### src/rtl/mem_arbiter.sv
// Shares one multi-cycle unified memory between the CPU fetch port and its load/store port.
// The arbiter latches one access, holds it for MEM_LAT cycles, and returns a one-cycle valid pulse.
module mem_arbiter #(
    parameter int ADDR_W     = 16,
    parameter int DATA_W     = 16,
    parameter int MEM_LAT    = 4,
    parameter int STARVE_MAX = 4
) (
    input  logic              clk,
    input  logic              rst_n,
    input  logic              i_hlt,
    input  logic              i_if_req,
    input  logic [ADDR_W-1:0] i_if_addr,
    output logic [DATA_W-1:0] o_if_rdata,
    output logic              o_if_valid,
    output logic              o_if_stall,
    input  logic              i_d_req,
    input  logic              i_d_wr,
    input  logic [ADDR_W-1:0] i_d_addr,
    input  logic [DATA_W-1:0] i_d_wdata,
    output logic [DATA_W-1:0] o_d_rdata,
    output logic              o_d_valid,
    output logic              o_d_stall,
    output logic              o_mem_en,
    output logic              o_mem_wr,
    output logic [ADDR_W-1:0] o_mem_addr,
    output logic [DATA_W-1:0] o_mem_wdata,
    input  logic [DATA_W-1:0] i_mem_rdata
);

    localparam int CNT_W = (MEM_LAT > 1) ? $clog2(MEM_LAT) : 1;
    localparam int STV_W = (STARVE_MAX > 0) ? $clog2(STARVE_MAX + 1) : 1;
    localparam logic [CNT_W-1:0] CNT_LAST = CNT_W'(MEM_LAT - 1);
    localparam logic [STV_W-1:0] STV_TOP  = STV_W'(STARVE_MAX);

    typedef enum logic [1:0] {
        IDLE  = 2'd0,
        FETCH = 2'd1,
        DATA  = 2'd2
    } state_t;

    state_t            r_state;
    state_t            w_state_nxt;
    logic [CNT_W-1:0]  r_cnt;
    logic [STV_W-1:0]  r_starve;
    logic [ADDR_W-1:0] r_addr;
    logic              r_wr;
    logic [DATA_W-1:0] r_wdata;
    logic [DATA_W-1:0] r_if_rdata;
    logic [DATA_W-1:0] r_d_rdata;
    logic              r_if_valid;
    logic              r_d_valid;

    logic w_if_elig;
    logic w_d_elig;
    logic w_grant_if;
    logic w_grant_d;
    logic w_last;

    // A port whose valid is high this cycle is finishing and must not be re-granted yet.
    assign w_if_elig = i_if_req & ~r_if_valid & ~i_hlt;
    assign w_d_elig  = i_d_req & ~r_d_valid;

    always_ff @(posedge clk) begin
        if (!rst_n) r_state <= IDLE;
        else        r_state <= w_state_nxt;
    end

    always_comb begin
        w_state_nxt = r_state;
        w_grant_if  = 1'b0;
        w_grant_d   = 1'b0;
        w_last      = 1'b0;
        case (r_state)
            IDLE: begin
                if (w_if_elig && (!w_d_elig || r_starve == STV_TOP)) begin
                    w_grant_if  = 1'b1;
                    w_state_nxt = FETCH;
                end else if (w_d_elig) begin
                    w_grant_d   = 1'b1;
                    w_state_nxt = DATA;
                end
            end
            FETCH, DATA: begin
                if (r_cnt == CNT_LAST) begin
                    w_last      = 1'b1;
                    w_state_nxt = IDLE;
                end
            end
            default: w_state_nxt = IDLE;
        endcase
    end

    always_ff @(posedge clk) begin
        if (!rst_n) begin
            r_cnt      <= '0;
            r_starve   <= '0;
            r_addr     <= '0;
            r_wr       <= 1'b0;
            r_wdata    <= '0;
            r_if_rdata <= '0;
            r_d_rdata  <= '0;
            r_if_valid <= 1'b0;
            r_d_valid  <= 1'b0;
        end else begin
            r_if_valid <= 1'b0;
            r_d_valid  <= 1'b0;
            if (w_grant_if) begin
                r_addr   <= i_if_addr;
                r_wr     <= 1'b0;
                r_wdata  <= '0;
                r_cnt    <= '0;
                r_starve <= '0;
            end else if (w_grant_d) begin
                r_addr  <= i_d_addr;
                r_wr    <= i_d_wr;
                r_wdata <= i_d_wdata;
                r_cnt   <= '0;
                // Only data grants that actually bypassed a waiting fetch count toward starvation.
                if (w_if_elig && r_starve != STV_TOP) r_starve <= r_starve + 1'b1;
            end else if (r_state != IDLE) begin
                r_cnt <= r_cnt + 1'b1;
            end
            if (w_last) begin
                if (r_state == FETCH) begin
                    r_if_valid <= 1'b1;
                    r_if_rdata <= i_mem_rdata;
                end else begin
                    r_d_valid <= 1'b1;
                    if (!r_wr) r_d_rdata <= i_mem_rdata;
                end
            end
        end
    end

    assign o_mem_en    = (r_state != IDLE);
    assign o_mem_wr    = (r_state == DATA) & r_wr;
    assign o_mem_addr  = r_addr;
    assign o_mem_wdata = r_wdata;
    assign o_if_rdata  = r_if_rdata;
    assign o_if_valid  = r_if_valid;
    assign o_d_rdata   = r_d_rdata;
    assign o_d_valid   = r_d_valid;
    assign o_if_stall  = i_if_req & ~r_if_valid;
    assign o_d_stall   = i_d_req & ~r_d_valid;

endmodule

### config.mk
export PLATFORM = sky130hd
export DESIGN_NAME = mem_arbiter
export DESIGN_NICKNAME = d
export VERILOG_FILES = /design/src/rtl/mem_arbiter.sv
export SDC_FILE = /design/constraint.sdc
export NUM_CORES = 1
export LEC_CHECK = 0
export BUFFER_PORTS_ARGS = -buffer_cell sky130_fd_sc_hd__buf_4
export CAP_MARGIN = 15
export CORE_MARGIN = 5
export CORE_UTILIZATION = 46
export DETAILED_ROUTE_END_ITERATION = 10
export PLACE_DENSITY_LB_ADDON = 0.08
export SYNTH_ARGS = -nofsm -noshare
export SYNTH_HDL_FRONTEND = slang
export SYNTH_SLANG_ARGS = --single-unit
### constraint.sdc
create_clock -name clk -period 1.9 [get_ports clk]
set_input_delay 0.285 -clock clk [delete_from_list [all_inputs] [get_ports clk]]
set_output_delay 0.285 -clock clk [all_outputs]
set_load 0.02 [all_outputs]
# Word level (Yosys, flattened, before mapping)

Cells that the tools add are included.

Register bits after elaboration: 74
Input bits: 70
Output and inout port bits: 70
Word-level logic and storage cells: 59

$add $sub $neg: 2
Equal/unequal tests: 7
Mux-type cells: 15
Bitwise logic cells: 10
Reduce and logical (&&, ||, !) cells: 15

Operators with widths:

| cell                | number |
|---|---|
| $mux 16             | 2 |
| $mux 1              | 9 |
| $reduce_and 2->1    | 4 |
| $mux 2              | 3 |
| $ne 3x3->1 const B  | 2 |
| $not 1->1           | 6 |
| $and 1x1->1         | 4 |
| $eq 2x2->1 const B  | 2 |
| $pmux 2 s2          | 1 |
| $reduce_bool 2->1   | 2 |
| $reduce_or 2->1     | 2 |
| $add 3x1->3 const B | 1 |
| $eq 3x3->1 const B  | 1 |
| $reduce_and 3->1    | 1 |
| $reduce_or 3->1     | 1 |
| $add 2x1->2 const B | 1 |
| $eq 2x1->1 const B  | 1 |
| $logic_and 1x1->1   | 2 |
| $logic_not 2->1     | 1 |
| $ne 2x2->1 const B  | 1 |
| $logic_not 1->1     | 1 |
| $logic_or 1x1->1    | 1 |

# Depth between registers and ports, before layout

Depth in word-level cells: 9
Mapped depth: 10
Depth with buffers taken out: 6

# Least setup slack after synthesis

Ideal clock, no wire load.

Kind: reg2reg
Start point: register r_state[0]
End point: register r_addr[10], in the netlist o_mem_addr[10]
Library setup time: 120 ps
Arrival time: 1,589 ps
Data required time: 1,780 ps
Slack: 191 ps
Stages on the path, launching flop included: 11
Buffers on the path: 4
Period minus slack after synthesis: 1,709 ps
Cell sequence: dfxtp_1 > inv_1 > ha_1 > buf_4 > and2_1 > buf_2 > and2_1 > clkbuf_1 > buf_4 > nand3_1 > nand3_1

Longest elaborated chain between the ends: 3
Elaborated cells between the ends (all ways): 5
Those cells by class: mux (3); reduce/logical (2)

RTL lines:

| element                                      | RTL line | text |
|---|---|---|
| start, declared                              | 42       | `state_t r_state;` |
| start signal, assigned                       | 66       | `else r_state <= w_state_nxt;` |
| $logic_not 2->1 (*)                          | 74       | `case (r_state)` |
| $mux 1                                       | 74       |  |
| $mux 16 or $reduce_bool 2->1 (tied branches) | -        |  |
| end signal, assigned                         | 109      | `r_addr <= i_if_addr;` |
| end signal, assigned                         | 115      | `r_addr <= i_d_addr;` |
| end, declared                                | 46       | `logic [ADDR_W-1:0] r_addr;` |

Mark *: on every way between the ends. The rest lies on a longest branch, timed or not.
A chain may end at the register's enable or synchronous reset.

# Worst setup path after layout

Start point: register r_state[1]
End point: register r_d_rdata[7], in the netlist o_d_rdata[7]

Longest elaborated chain between the ends: 4
Elaborated cells between the ends (all ways): 6
Those cells by class: eq/ne (2); mux (1); bitwise (1); reduce/logical (2)

RTL lines:

| element                                  | RTL line | text |
|---|---|---|
| $eq 2x1->1 or $eq 2x2->1 (tied branches) | 74, 125  |  |
| $reduce_or 2->1                          | 74       |  |
| $mux 1                                   | 74       |  |
| $reduce_and 3->1 (no source line) (*)    | -        |  |
| end signal, assigned                     | 130      | `if (!r_wr) r_d_rdata <= i_mem_rdata;` |
| end, declared                            | 50       | `logic [DATA_W-1:0] r_d_rdata;` |

Marked as above.

==> out/results.tsv <==
metric	value	unit
outcome	completed	
Max Cap Violations	0	
maximum vdd drop	0.746	mV
crit start category	flop	
GRT Overall Usage	0.187	
Net Count, Synth	441	
Distinct cells, synth	34	
combinational power share	0.242	
DP Area	0.00411	sq mm
Synth Cell Area	0.00301	sq mm
PwrDens	915	mW/mm^2
Port Buffer Count	139	
DRT Pass-1 Iters	4	
switching fraction of total power	0.297	
# setup viols final	0	
DR vias/cell	4.95	
Largest delay share family, worst path	simple AND/OR/NAND/NOR gates	
sequential element share of the synthesized area	0.493	
most used cell, CP	nand2_1	
Simple-Gate Fraction of Synth Area	0.280	
post-synthesis xor/xnor area fraction	0.00874	
DIE AREA	0.00825	sq mm
Root Buffer	clkbuf_8	
die height	90.8	um
Horiz. Die Dim	90.8	um
first-pass GRT wire length	12900	um
Crit Path Max Fanout	12	
Ys Warns	0	
layout cells sized above 1	0.341	
static leakage	1.91	nW
CP max stage delay	0.37	ns
Hold Slack	0.164	ns
Initial DRC Count	80	
mux contribution to synthesized area	0.00666	
Final Skew	0.00752	ns
latest clock arrival within the worst-skew pair	0.34	ns
worst min path class	in -> reg	
Longest Clk Path Bufs	2	
core area	0.00635	sq mm
vias in the first global route	2917	
# IOs	140	
fin nets	579	
initial antenna violation count	0	
worst-margin pin slew	0.632	ns
Max stage delay cell, worst path	dfxtp_1	
Final ANT Viol Nets	0	
CP endpoint kind	flop	
r2r setup slk	0.20	ns
H-tree depth	3	
crit path time final	1.70	ns
Avg Cell Area, Syn	8.23	sq um
design area	0.00432	sq mm
GR Overflow Total	0	
RD Place Congestion	0.760	
Routed WL	7990	um
slew margin rel.	0.579	
largest net degree at the start of global routing	38	
Synth Area in Adders	0.0250	
Setup TNS	0	ns
CP Class	reg -> reg	
hold_buf cts	0	
WP data arrival	1.91	ns
Compound-Gate Fraction of Synth Area	0.135	
Vias	2894	
sequential power share	0.444	
CP Buf/Inv Count	2	
HPWL Detailed	5900	um
Required @ worst endpoint	2.11	ns
unrepaired setup endpoints after global routing	false	
n_diodes	0	
drt wl/cell	13.7	um
CTS clk-pin slew, worst paths	0.07	ns
max-slew violation count	0	
Final Hold Fails	0	
Core Rows	29	
Setup Fix Bufs, Post-CTS	0	
worst-path cell chain	inv_1, ha_1, nand2_1, or3_1, buf_4, nand2_1, a21boi_0	
Clock power frac	0.314	
fmax	587	MHz
Pint	2.78	mW
Initial Util	0.473	
CTS tree	built	
Cells after Synth	365	
final period utilization	0.896	
CTS resizes	0	
NetSw	1.17	mW
DRC viols	0	
Area growth syn-to-layout	43.7	%
Seq cells post-synth	74	
largest family of logic cells by synthesized area	simple AND/OR/NAND/NOR gates	
clock sink total	74	
CTS Buf Count	9	
[cell type report]
type                       instances  area [sq um]
fill                             553          2030
sequential                        74          1480
multi-input combinational        260          1380
timing repair buffer             151          1130
clock buffer                      12           155
tap                               77          96.3
clock inverter                     4          50.0
inverter                           7          26.3
[cell usage in the layout (no fill, tap or decap), drive strengths merged, types with 2 or more instances in the layout]
cell      instances
and2              6
nor2              3
clkbuf           12
o21ai             5
xnor2             2
nor3b             2
inv               7
nand4             2
buf             151
ha                6
nand3            51
dfxtp            74
a21boi           33
mux2i             2
a21oi            18
nand2           118
nor2b             3
clkinvlp          2
[tightest hold or removal path, cell delays in order]
cell     delay (ns)
buf_4          0.08
nand3_1        0.05
nand3_1        0.06
[cells by family (layout without fill, tap and decap cells)]
group / Yosys count / count (layout)
fa+ha+maj: 6 / 6
buf+inv: 31 / 174
xor+xnor: 3 / 3
compound gates: 58 / 58
mux: 2 / 2
simple gates: 191 / 191
flops: 74 / 74
[registers in the layout (all words and copies together), names as in the netlist]
name / flops
o_d_valid: 1
r_wr: 1
r_state: 2
o_mem_wdata: 16
o_if_rdata: 16
r_starve: 3
o_d_rdata: 16
r_cnt: 2
o_if_valid: 1
o_mem_addr: 16
[synth_stat cells]
library cell	number	area [sq um]
a21boi_0	31	233
a21boi_1	1	7.51
a21boi_2	1	11.3
a21oi_1	17	85.1
a21oi_4	1	16.3
a31o_1	1	8.76
a32oi_1	1	8.76
and2_1	6	37.5
and3_1	1	6.26
and3b_2	1	10.0
buf_2	7	35.0
buf_4	2	15.0
buf_6	3	33.8
clkbuf_1	12	45.0
dfxtp_1	74	1480
ha_1	6	75.1
inv_1	7	26.3
mux2i_1	2	20.0
nand2_1	118	443
nand2b_1	1	6.26
nand3_1	51	255
nand4_1	2	12.5
nor2_1	3	11.3
nor2b_1	3	18.8
nor3_1	1	5.00
nor3b_1	1	7.51
nor3b_2	1	12.5
o21ai_0	2	10.0
o21ai_1	2	10.0
o21ai_4	1	16.3
or3_1	1	6.26
or3b_1	1	8.76
xnor2_1	2	17.5
xor2_1	1	8.76
[metrics by stage]
stage	total power [mW]	util	cells	setup WS, ns
2_1_floorplan	2.38	-	365	0.191
3_3_place_gp	2.74	0.647	569	0.187
3_5_place_dp	2.75	0.647	569	0.156
4_1_cts	4.00	0.680	585	0.167
5_1_grt	4.15	0.680	585	0.0342
6_report	3.95	0.680	585	0.198
[power groups by stage]
stage                     sequential (mW)  clock, mW  combinational [mW]
after detailed placement             1.79          0               0.967
after floorplan                      1.91          0               0.473
after global routing                 1.77       1.33                1.05
final                                1.75       1.24               0.957
after global placement               1.78          0               0.952
after CTS                            1.75       1.28               0.970
[final timing paths]
check / startpoint / end / cells past startpoint
setup reg to reg: r_state[1] / o_d_rdata[7] / 7
hold / removal: i_if_addr[13] / o_mem_addr[13] / 3
hold reg to reg: o_mem_wdata[5] / o_mem_wdata[5] / 2
setup / recovery: r_state[1] / o_d_rdata[7] / 7
[routing by layer]
metal,share of wire,vias to the layer above,track usage
met3,0.086,10,0.0700
met1,0.40,1316,0.196
li1,-,1478,-
met5,0,-,0
met2,0.50,90,0.343
met4,0.012,0,0.0623
Note: power is estimated with default switching activity, not from simulation.
